$ cat config.mk
export PLATFORM = sky130hd
export DESIGN_NAME = eth_bus_sched
export DESIGN_NICKNAME = d
export VERILOG_FILES = /design/src/rtl/eth_bus_sched.sv
export SDC_FILE = /design/constraint.sdc
export NUM_CORES = 1
export LEC_CHECK = 0
export CAP_MARGIN = 5
export CORE_MARGIN = 2
export CORE_UTILIZATION = 54
export CTS_CLUSTER_DIAMETER = 30
export DETAILED_ROUTE_END_ITERATION = 10
export GPL_ROUTABILITY_DRIVEN = 0
export PLACE_DENSITY = 0.87
export REMOVE_ABC_BUFFERS = 1
export SYNTH_ARGS = -nofsm -noshare
export SYNTH_HDL_FRONTEND = slang
export SYNTH_SLANG_ARGS = --single-unit
$ cat constraint.sdc
create_clock -name clk -period 3.7 [get_ports clk]
set_input_delay 0.555 -clock clk [delete_from_list [all_inputs] [get_ports clk]]
set_output_delay 0.555 -clock clk [all_outputs]
set_load 0.1 [all_outputs]
$ cat src/rtl/eth_bus_sched.sv
// eth_bus_sched
//
// Takes commands arriving from the receive path, queues them in a 4-entry
// FIFO and replays them one at a time onto a simple request/response bus.
// Writes are fire-and-forget. Reads wait for a response (bounded by
// TIMEOUT cycles) and hand the returned data to the transmit path.
//
// Parameters
//   TIMEOUT        max cycles spent in WAIT_READ before giving up (1-255)
//
// Ports
//   clk            system clock, rising edge
//   rst            synchronous active-high reset
//   rx_payload     command: [32] rw (1=write), [31:16] addr, [15:0] data
//   rx_valid       single-cycle strobe qualifying rx_payload
//   bus_addr_o     bus address (holds between requests)
//   bus_data_o     bus write data (holds between requests)
//   bus_rw_o       bus direction, 1=write (holds between requests)
//   bus_valid_o    one-cycle bus request strobe
//   bus_data_i     read response data
//   bus_valid_i    read response strobe
//   tx_data        last read value captured for the transmit path
//   tx_start       one-cycle strobe starting a reply transmission
//   tx_done        reply transmission finished
//   drop_count     commands dropped because the FIFO was full (saturating)
//   timeout_count  read timeouts (saturating)
//   busy           state is not IDLE or the FIFO holds commands

module eth_bus_sched #(
    parameter int unsigned TIMEOUT = 255
) (
    input  logic        clk,
    input  logic        rst,
    input  logic [39:0] rx_payload,
    input  logic        rx_valid,
    output logic [15:0] bus_addr_o,
    output logic [15:0] bus_data_o,
    output logic        bus_rw_o,
    output logic        bus_valid_o,
    input  logic [15:0] bus_data_i,
    input  logic        bus_valid_i,
    output logic [15:0] tx_data,
    output logic        tx_start,
    input  logic        tx_done,
    output logic [7:0]  drop_count,
    output logic [7:0]  timeout_count,
    output logic        busy
);

    typedef enum logic [1:0] {
        IDLE,
        ISSUE,
        WAIT_READ,
        SEND_TX
    } state_t;

    // The timer counts 0..TIMEOUT-1, so the read gives up after exactly
    // TIMEOUT cycles spent in WAIT_READ.
    localparam logic [7:0] TIMER_LAST = 8'(TIMEOUT - 1);

    state_t      state_q, state_d;
    logic [32:0] fifo_q [4];
    logic [32:0] fifo_d [4];
    logic [1:0]  wr_ptr_q, wr_ptr_d;
    logic [1:0]  rd_ptr_q, rd_ptr_d;
    logic [2:0]  count_q, count_d;
    logic [15:0] bus_addr_q, bus_addr_d;
    logic [15:0] bus_data_q, bus_data_d;
    logic        bus_rw_q, bus_rw_d;
    logic        bus_valid_q, bus_valid_d;
    logic [15:0] tx_data_q, tx_data_d;
    logic        tx_start_q, tx_start_d;
    logic [7:0]  timer_q, timer_d;
    logic [7:0]  drop_count_q, drop_count_d;
    logic [7:0]  timeout_count_q, timeout_count_d;

    logic fifo_full;
    logic fifo_empty;
    logic push;
    logic pop;

    // Upper payload bits carry nothing for this block.
    logic unused_payload_bits;
    assign unused_payload_bits = ^rx_payload[39:33];

    assign fifo_full  = (count_q == 3'd4);
    assign fifo_empty = (count_q == 3'd0);

    // Next-state logic for the scheduler FSM, the FIFO and the counters.
    // The bus output registers double as the command register: they are
    // loaded straight from the FIFO head on the IDLE->ISSUE transition, so
    // they only ever change in the same cycle bus_valid_o rises and hold
    // steady the rest of the time. Fullness is judged on the registered
    // count, so a strobe arriving while full is dropped even when the FSM
    // pops in that same cycle.
    always_comb begin
        state_d         = state_q;
        fifo_d          = fifo_q;
        wr_ptr_d        = wr_ptr_q;
        rd_ptr_d        = rd_ptr_q;
        bus_addr_d      = bus_addr_q;
        bus_data_d      = bus_data_q;
        bus_rw_d        = bus_rw_q;
        bus_valid_d     = 1'b0;
        tx_data_d       = tx_data_q;
        tx_start_d      = 1'b0;
        timer_d         = timer_q;
        drop_count_d    = drop_count_q;
        timeout_count_d = timeout_count_q;
        push            = rx_valid && !fifo_full;
        pop             = 1'b0;

        case (state_q)
            IDLE: begin
                if (!fifo_empty) begin
                    pop = 1'b1;
                    {bus_rw_d, bus_addr_d, bus_data_d} = fifo_q[rd_ptr_q];
                    bus_valid_d = 1'b1;
                    state_d     = ISSUE;
                end
            end
            ISSUE: begin
                if (bus_rw_q) begin
                    state_d = IDLE;
                end else begin
                    timer_d = 8'd0;
                    state_d = WAIT_READ;
                end
            end
            WAIT_READ: begin
                if (bus_valid_i) begin
                    tx_data_d  = bus_data_i;
                    tx_start_d = 1'b1;
                    state_d    = SEND_TX;
                end else if (timer_q == TIMER_LAST) begin
                    if (timeout_count_q != 8'hFF) begin
                        timeout_count_d = timeout_count_q + 8'd1;
                    end
                    state_d = IDLE;
                end else begin
                    timer_d = timer_q + 8'd1;
                end
            end
            SEND_TX: begin
                if (tx_done) begin
                    state_d = IDLE;
                end
            end
            default: begin
                state_d = IDLE;
            end
        endcase

        if (push) begin
            fifo_d[wr_ptr_q] = rx_payload[32:0];
            wr_ptr_d         = wr_ptr_q + 2'd1;
        end else if (rx_valid && drop_count_q != 8'hFF) begin
            drop_count_d = drop_count_q + 8'd1;
        end

        if (pop) begin
            rd_ptr_d = rd_ptr_q + 2'd1;
        end

        count_d = count_q + {2'b00, push} - {2'b00, pop};
    end

    // State register. Reset clears everything, so any queued commands and
    // any read or reply in flight are simply forgotten.
    always_ff @(posedge clk) begin
        if (rst) begin
            state_q         <= IDLE;
            fifo_q          <= '{default: '0};
            wr_ptr_q        <= 2'd0;
            rd_ptr_q        <= 2'd0;
            count_q         <= 3'd0;
            bus_addr_q      <= 16'd0;
            bus_data_q      <= 16'd0;
            bus_rw_q        <= 1'b0;
            bus_valid_q     <= 1'b0;
            tx_data_q       <= 16'd0;
            tx_start_q      <= 1'b0;
            timer_q         <= 8'd0;
            drop_count_q    <= 8'd0;
            timeout_count_q <= 8'd0;
        end else begin
            state_q         <= state_d;
            fifo_q          <= fifo_d;
            wr_ptr_q        <= wr_ptr_d;
            rd_ptr_q        <= rd_ptr_d;
            count_q         <= count_d;
            bus_addr_q      <= bus_addr_d;
            bus_data_q      <= bus_data_d;
            bus_rw_q        <= bus_rw_d;
            bus_valid_q     <= bus_valid_d;
            tx_data_q       <= tx_data_d;
            tx_start_q      <= tx_start_d;
            timer_q         <= timer_d;
            drop_count_q    <= drop_count_d;
            timeout_count_q <= timeout_count_d;
        end
    end

    assign bus_addr_o    = bus_addr_q;
    assign bus_data_o    = bus_data_q;
    assign bus_rw_o      = bus_rw_q;
    assign bus_valid_o   = bus_valid_q;
    assign tx_data       = tx_data_q;
    assign tx_start      = tx_start_q;
    assign drop_count    = drop_count_q;
    assign timeout_count = timeout_count_q;
    assign busy          = (state_q != IDLE) || !fifo_empty;

endmodule

==> flow_summary.json <==
{
  "ys.flop_type": "dfxtp_1",
  "io_buffers": 121,
  "clkLatencyLatePin_ns": 0.52,
  "vias_per_cell": 5.752,
  "period_share": 0.7884,
  "yosys_warnings": 0,
  "fill_cells": 1066,
  "setup_viol": 0,
  "rsz0062_at_grt": "no",
  "critPathTopFamily": "buffers and inverters",
  "cp-start-kind": "flip-flop",
  "synth_seq_cells": 216,
  "cpPeakStageDelay_ns": 1.13,
  "hold_violations": 0,
  "ys_async_sr_fraction": 0,
  "hp-class": "flip-flop to flip-flop",
  "synth_top_cell_area_share": 0.4932,
  "antenna_left": 0,
  "vdd_drop_max_v": 0.0004569,
  "finalClockSkew_ns": 0.02439,
  "final_common_cell": "nand2_1",
  "synthesis.instances": 1043,
  "worstPathCellList": "nor2_1 > nand2_1 > clkdlybuf4s50_1",
  "drt_wl_total_mm": 23.89,
  "crit_required_ns": 3.14,
  "path_class": "flip-flop to primary output",
  "ys_top_cells_by_area": "dfxtp_1 (49%), nand2_1 (16%), a21oi_1 (11%)",
  "cp_max_fo": 9,
  "timing.critical_path.buf_inv": 1,
  "final_cell_mix": "nand2_1 (379), dfxtp_1 (214), a21oi_1 (197), clkdlybuf4s50_1 (120), clkbuf_16 (41)",
  "drive_gt1_frac": 0.1111,
  "critPathArrivalTime_ns": 2.36,
  "fin_setup_tns_ns": 0,
  "initial_core_util": 0.5520,
  "grt_pass1_wl_mm": 39.29,
  "hold_buffers": 0,
  "cts_resized": 0,
  "fin_crit_ns": 2.917,
  "drv_slew": 0,
  "endpoint_kind": "primary output",
  "tightest_slew_ns": 1.010,
  "grt_max_degree": 111,
  "slew-limit-headroom": 0.3244,
  "slowest_stage": "clkdlybuf4s50_1",
  "drv_cap": 0,
  "max_freq_mhz": 342.8,
  "antenna_found_initial": 1,
  "via_count": 8030,
  "clock_path_buffers": 3,
  "grt_pass1_vias": 8260,
  "hpwl_mm": 13.46,
  "dieHeight_um": 131.4,
  "tritoncts": "built",
  "clkTransAtPathRegs_ns": 0.05,
  "grt_use_total": 0.2758,
  "grt_overflow": 0,
  "drt_iter0_markers": 707,
  "synthToLayoutAreaGrowth_pct": 31.45,
  "powerDensity_mw_per_mm2": 746.4,
  "drc": 0,
  "htreeDepth": 2,
  "synth_area_mm2": 0.008768,
  "yosys.area.top_type": "dfxtp_1",
  "setup_slack_ns": 0.7828,
  "ctsRootBufferMaster": "clkbuf_16",
  "outcome": "finished, final reports clean",
  "synth_cell_types": 46,
  "die_w_um": 131.4,
  "synth.avg_cell_area_um2": 8.407,
  "fp.coreArea_mm2": 0.01589,
  "cts_setup_buffers": 0,
  "fin_nets": 1219,
  "dieArea_mm2": 0.01727,
  "cts_buffers": 40,
  "ios": 129,
  "rows": 46,
  "place_ws_ns": 0.7972,
  "dr.pass1.iters": 5,
  "wl_per_cell_um": 17.11,
  "synth_edf_count": 0,
  "seq_area_frac_synth": 0.4932,
  "p_leak_nw": 3.970,
  "cts_sinks": 216
}
-- final cells by class --
cell class	count	area (um^2)	area share
diodes	1	2.502	0.0002171
clock buffers	51	1124	0.09748
clock inverters	23	309.0	0.02681
inverters	10	37.54	0.003257
multi-input cells	743	4106	0.3563
flip-flops and latches	216	4327	0.3754
well taps	216	270.3	0.02345
repair buffers	136	1350	0.1171
-- logic make-up after synthesis --
logic type | count (synthesis) | synth area share
and+or+nand+nor | 464 | 0.2182
buffers and inverters | 84 | 0.04081
adders and majority gates | 11 | 0.01655
xor gates and xnor gates | 9 | 0.008990
AOI/OAI and AO/OA | 222 | 0.1328
DFF | 216 | 0.4932
muxes | 37 | 0.08947
-- layer usage --
metal,wire length (um),up-vias,GRT usage,part of all wire
li1,-,3741,-,-
met1,8986,3797,0.3087,0.38
met5,0,-,0,0
met2,12190,400,0.4898,0.51
met3,1782,92,0.05980,0.075
met4,929,0,0.1467,0.039
-- where the power goes --
part	total, W	internal (W)	leakage [nW]	switching, W
clock	0.00382	0.00258	0.693	0.00124
sequential	0.00276	0.00255	1.75	0.000212
combinational	0.00203	0.000624	1.53	0.00140
-- cells in the mapped netlist (5+ instances only) --
cell	n
ha_1	10
or3_1	6
mux4_2	33
clkbuf_1	47
buf_2	22
and3_1	7
inv_1	9
o21ai_0	7
nand3_1	19
dfxtp_1	216
nor2_1	23
xor2_1	6
nand4_1	5
a21oi_1	197
nand2_1	379
-- per-stage QoR --
step	utilization	std cells	instance area, um^2	hold slack, ns	total power, W
2_1_floorplan	-	969	8448	0.4271	0.004115
3_3_place_gp	0.6352	1321	10090	0.4385	0.004729
3_5_place_dp	0.6352	1321	10090	0.4459	0.004781
4_1_cts	0.7254	1395	11520	0.4521	0.008614
5_1_grt	0.7256	1396	11530	0.4727	0.008893
6_report	0.7256	1396	11530	0.4494	0.008603
-- sequential cells by signal (all words and copies together) (netlist names) --
| name | cells |
|---|---|
| count_q | 3 |
| timeout_count | 8 |
| bus_data_o | 16 |
| wr_ptr_q | 2 |
| bus_valid_o | 1 |
| rd_ptr_q | 2 |
| fifo_q | 132 |
| state_q | 2 |
| timer_q | 8 |
| bus_addr_o | 16 |
| tx_start | 1 |
| tx_data | 16 |
| drop_count | 8 |
| bus_rw_o | 1 |
-- worst register-to-register path: cells and delay by family, from the launching register on --
family / cells / cell delay, ns
simple gates: 3 / 0.82
flops: 1 / 0.40
fa+ha+maj: 3 / 0.76
buf+inv: 2 / 0.10
xor+xnor: 2 / 0.34
-- final timing paths --
check,cells past startpoint,endpoint,slack (ns),from
worst max-delay path,3,busy,0.78,state_q[0]
worst min-delay path,2,fifo_q[25],0.45,fifo_q[25]
worst max register to register,10,count_q[2],1.14,count_q[2]
worst min register to register,2,fifo_q[25],0.45,fifo_q[25]
No activity file was read; power rests on OpenSTA's default activity.
